## src/rtl/bram_stream_reader.sv

```systemverilog
// Streams a contiguous, wrapping address range out of a 1-cycle-latency BRAM as a valid/ready stream.
// Optional macro BRAM_STREAM_PARITY_EN adds an m_parity output carried with each beat.
module bram_stream_reader #(
    parameter int DATA_W = 32,
    parameter int ADDR_W = 5
) (
    input  logic              clk,
    input  logic              rst,
    input  logic              start,
    input  logic [ADDR_W-1:0] base_addr,
    input  logic [ADDR_W:0]   length,
    output logic              busy,
    output logic              done,
    output logic              bram_ena,
    output logic              bram_wea,
    output logic [ADDR_W-1:0] bram_addr,
    output logic [DATA_W-1:0] bram_din,
    input  logic [DATA_W-1:0] bram_dout,
    output logic              m_valid,
    input  logic              m_ready,
    output logic [DATA_W-1:0] m_data,
    output logic              m_last
`ifdef BRAM_STREAM_PARITY_EN
    ,
    output logic              m_parity
`endif
);

    typedef enum logic [1:0] {IDLE, READ, DRAIN, DONE} state_t;

    state_t            state_reg;
    logic [ADDR_W-1:0] addr_reg;
    logic [ADDR_W:0]   rem_reg;
    logic              inflight_reg;
    logic              inflight_last_reg;
    logic [DATA_W-1:0] fifo_data_reg [2];
    logic              fifo_last_reg [2];
    logic              rd_ptr_reg;
    logic              wr_ptr_reg;
    logic [1:0]        count_reg;
`ifdef BRAM_STREAM_PARITY_EN
    logic              fifo_par_reg [2];
`endif

    logic       pop;
    logic       push;
    logic       issue;
    logic       last_issue;
    logic [2:0] pending;

    assign pop        = m_valid && m_ready;
    assign push       = inflight_reg;
    assign pending    = {1'b0, count_reg} + {2'b00, inflight_reg};
    // Allow a new read only if the skid FIFO can still absorb it after this cycle's pop.
    assign issue      = (state_reg == READ) && (pending < (3'd2 + {2'b00, pop}));
    assign last_issue = issue && (rem_reg == {{ADDR_W{1'b0}}, 1'b1});

    assign busy      = (state_reg != IDLE);
    assign done      = (state_reg == DONE);
    assign bram_ena  = issue;
    assign bram_wea  = 1'b0;
    assign bram_addr = addr_reg;
    assign bram_din  = '0;
    assign m_valid   = (count_reg != 2'd0);
    assign m_data    = fifo_data_reg[rd_ptr_reg];
    assign m_last    = fifo_last_reg[rd_ptr_reg];
`ifdef BRAM_STREAM_PARITY_EN
    assign m_parity  = fifo_par_reg[rd_ptr_reg];
`endif

    always_ff @(posedge clk or posedge rst) begin
        if (rst) begin
            state_reg         <= IDLE;
            addr_reg          <= '0;
            rem_reg           <= '0;
            inflight_reg      <= 1'b0;
            inflight_last_reg <= 1'b0;
            rd_ptr_reg        <= 1'b0;
            wr_ptr_reg        <= 1'b0;
            count_reg         <= 2'd0;
            for (int i = 0; i < 2; i++) begin
                fifo_data_reg[i] <= '0;
                fifo_last_reg[i] <= 1'b0;
`ifdef BRAM_STREAM_PARITY_EN
                fifo_par_reg[i]  <= 1'b0;
`endif
            end
        end else begin
            case (state_reg)
                IDLE: begin
                    if (start) begin
                        addr_reg  <= base_addr;
                        rem_reg   <= length;
                        state_reg <= (length == '0) ? DONE : READ;
                    end
                end
                READ: begin
                    if (issue) begin
                        addr_reg <= addr_reg + 1'b1;
                        rem_reg  <= rem_reg - 1'b1;
                        if (last_issue) begin
                            state_reg <= DRAIN;
                        end
                    end
                end
                DRAIN: begin
                    if (pop && m_last) begin
                        state_reg <= DONE;
                    end
                end
                default: state_reg <= IDLE;
            endcase

            inflight_reg      <= issue;
            inflight_last_reg <= last_issue;

            // Read data is valid the cycle after the issue; capture it then.
            if (push) begin
                fifo_data_reg[wr_ptr_reg] <= bram_dout;
                fifo_last_reg[wr_ptr_reg] <= inflight_last_reg;
`ifdef BRAM_STREAM_PARITY_EN
                fifo_par_reg[wr_ptr_reg]  <= ^bram_dout;
`endif
                wr_ptr_reg <= ~wr_ptr_reg;
            end
            if (pop) begin
                rd_ptr_reg <= ~rd_ptr_reg;
            end
            count_reg <= count_reg + {1'b0, push} - {1'b0, pop};
        end
    end

endmodule

```

## config.mk

```make
export PLATFORM = sky130hd
export DESIGN_NAME = bram_stream_reader
export DESIGN_NICKNAME = d
export VERILOG_FILES = /design/src/rtl/bram_stream_reader.sv
export SDC_FILE = /design/constraint.sdc
export NUM_CORES = 1
export LEC_CHECK = 0
export ABC_AREA = 1
export BUFFER_PORTS_ARGS = -buffer_cell sky130_fd_sc_hd__clkbuf_2
export CAP_MARGIN = 10
export CELL_PAD_IN_SITES_DETAIL_PLACEMENT = 1
export CELL_PAD_IN_SITES_GLOBAL_PLACEMENT = 2
export CORE_MARGIN = 2
export CORE_UTILIZATION = 27
export CTS_CLUSTER_SIZE = 20
export DETAILED_ROUTE_END_ITERATION = 12
export PLACE_DENSITY = 0.8
export SLEW_MARGIN = 20
export SYNTH_ARGS = -nofsm -noshare
export SYNTH_HDL_FRONTEND = slang
export SYNTH_SLANG_ARGS = --single-unit
```

## constraint.sdc

```tcl
create_clock -name clk -period 2.3 [get_ports clk]
set_input_delay 0.115 -clock clk [delete_from_list [all_inputs] [get_ports clk]]
set_output_delay 0.115 -clock clk [all_outputs]
set_load 0.05 [all_outputs]
```

==> summary.md <==
In this run, placement finished with an instance count of 825. Counting flops with a built-in enable in the synthesized netlist gives 0. The tool flagged a number of max-cap violations equal to 0. The DRC violation count after routing is 0, and the number of levels in the clock H-tree is 3. The total of cells resized after clock tree synthesis is 0, and the initial antenna violation count is 0. In the synthesized netlist, the cells that appear most often are nand2_1 (199), dfrtp_1 (85), o21ai_0 (74), inv_1 (55), buf_4 (33). The relative area change from synthesis to final layout works out to 20.07%. The number of hold buffers added after CTS was 2. The total of endpoints with negative setup slack in the final report was 0. The number of antenna diodes in the final layout is 0. The logs give 0.7496 for the final weighted congestion in routability-driven placement and 50.06% for the relative max-transition margin. Async set-reset flop share out of synthesis: 100.0%. The height of the die is 131.1 um, and the final-report max-slew violation count is 0. STA classifies the critical path endpoint as an output pin. The number of nets in the layout was 680. The tools report the least setup slack across all paths after layout as 0.2686 ns. The worst hold path class is primary input to flip-flop. The number of clock buffers inserted by TritonCTS was 9; the all-layer global routing usage was 13.37%.

The tools report the placeable core region as 15830 um^2. The post-route netlist has 21.73% of its cells at a drive strength greater than 1. Entering global routing, the biggest net connects 44 pins. The total iterations of the first detailed-routing run was 4; the ratio of routed vias to standard cells was 4.238.

TritonCTS built the clock tree. Once detail routing completed, the nets flagged for antenna violations numbered 0. Pin placement for this block handled 122 I/O pins. Prior to clock tree synthesis, the placed netlist has a worst setup slack of 0.5181 ns.

Synthesis handed over a netlist of 539 instances. Sequential elements use 48.74% of the synthesized area. By instance count, the leading cell after synthesis is nand2_1. The starting density of the core is 27.57%.

After synthesis, the cell types taking the most area are dfrtp_1 (49%), nand2_1 (17%), o21ai_0 (8.5%). For this run, the share of the core covered by cells in the final layout is 33.11%. After synthesis, the mean cell area works out to 8.097 um^2. The tools report the deepest clock path buffer count as 2.

Clock skew on the completed layout was measured at 0.006129 ns. The tree built by TritonCTS fans out to 85 sinks. The commonest register cell after synthesis is dfrtp_1. The flow ran to the end, and the final reports show no timing, DRC or antenna violations. Summed over all layers, the global routing overflow is 0. After the flow finishes, the layout carries non-filler instances totaling 842. The worst path uses 88.32% of the clock period. Setup repair after global routing left no endpoint under its margin. The total negative slack is 0 ns.

The transition at the pin with the smallest max-transition slack is 0.7456 ns, and the buffer count from post-CTS setup fixing is 0. The detailed placement HPWL is 7.711 mm, and the number of flip-flops in the largest register is 64. Final critical delay including setup and external delays: 2.031 ns.

The first global-routing pass estimated 18.43 mm of wire. The run gives 4364 um^2 as the total standard cell area after synthesis. The tools report the distinct cell type count of the synthesized netlist as 30.

The initial DRC count was 128; the number of filler instances in the final layout was 1926. The die is 131.1 um wide. The biggest area contributor in the post-synthesis netlist is dfrtp_1. STA puts the critical path data required time at 2.18 ns.

Detailed-route wire length per cell: 13.08 um. The achievable frequency was 0.4923 GHz. The category of the critical setup timing path was flip-flop to output pin. STA classifies the critical path startpoint as a flip-flop.

The die covers 17200 um^2. The tools report the final wirelength as 11.01 mm. The tools report the standard-cell row count as 46.

In this run, synthesis produced a sequential element count of 85. During placement, the flow inserted port buffers numbering 88. After clock tree synthesis, the clock-pin slew on the worst setup and hold paths is 0.06 ns. In this run the clock root is driven by a clkbuf_16. The synthesized design devotes to its leading area cell type 48.74% of total area. Clock latency on the worst-skew pair, taken at its later pin, is 0.35 ns.

Setup slack on the worst reg-to-reg path comes out at 0.53 ns. The tools report the worst endpoint data arrival time as 1.92 ns. The top fanout value on the critical path was 15; the via count of the first global-routing pass was 3729.

Number of hold-slack violations in the final timing report: 0. The run gives 0 as the Yosys warning count. The tools report the routed via count as 3568.
==> worst paths after layout <==
check / start / to / depth (start not counted)
min in group asynchronous: rst / fifo_data_reg[0] / 4
min reg2reg: fifo_data_reg[11] / fifo_data_reg[11] / 2
max reg2reg: inflight_reg / rem_reg[4] / 8
max in group asynchronous: rst / fifo_data_reg[51] / 4
max: state_reg[1] / bram_ena / 5
min: bram_dout[21] / fifo_data_reg[21] / 3
==> cell usage in the layout, fill, tap and decap left out, drive strengths merged, types with 3 or more instances in the layout <==
master,Yosys,final
ha,11,11
clkbuf,12,99
buf,46,8
xor2,5,5
nor3,3,3
or2,3,3
dfrtp,85,85
nor2,5,5
mux2i,3,3
conb,1,33
o21ai,86,86
a21oi,5,5
nand2,203,203
inv,59,58
nand3,7,7
==> worst max-delay path: stages, from the launching register on <==
cell and delay [ns]:
dfrtp_1 0.42, inv_1 0.09, ha_1 0.24, inv_1 0.27
nor2_1 0.24, clkbuf_2 0.31
==> stage by stage <==
step,hold WS (ns),instance area [um^2]
floorplan,0.2596,4488
global placement,0.3340,4905
detailed placement,0.3500,4905
CTS,0.001996,5240
global route,0.02523,5240
finish,0.01761,5240
==> metal layers <==
layer  vias to the layer above  track usage [%]  share of wire, %
met5                         -                0                 0
li1                       1765                -                 -
met2                        73            21.73                48
met3                        13            3.395               4.8
met4                         0            5.616               1.8
met1                      1717            16.95                46
==> cells by family (layout without fill, tap and decap cells) <==
logic type      Yosys count  after routing  share of synthesized area, %
compound gates           93             93                         12.04
xor+xnor                  6              6                         1.204
fa+ha+maj                11             11                         3.154
buf+inv                 117            172                         13.82
flops                    85             85                         48.74
mux                       3              3                        0.6881
other cells               1             33                       0.08593
simple gates            223            223                         20.27
==> cell type report <==
class	count	area, um^2	area share, %
Multi-Input combinational cell	369	1757	33.52
Tap cell	216	270.3	5.158
Clock buffer	11	242.7	4.632
Timing Repair Buffer	98	545.5	10.41
Sequential cell	85	2127	40.59
Clock inverter	4	72.57	1.385
Inverter	59	225.2	4.298
Power is not shown: default switching activity piles up to over one toggle a cycle in this logic, so the estimate is an artifact.
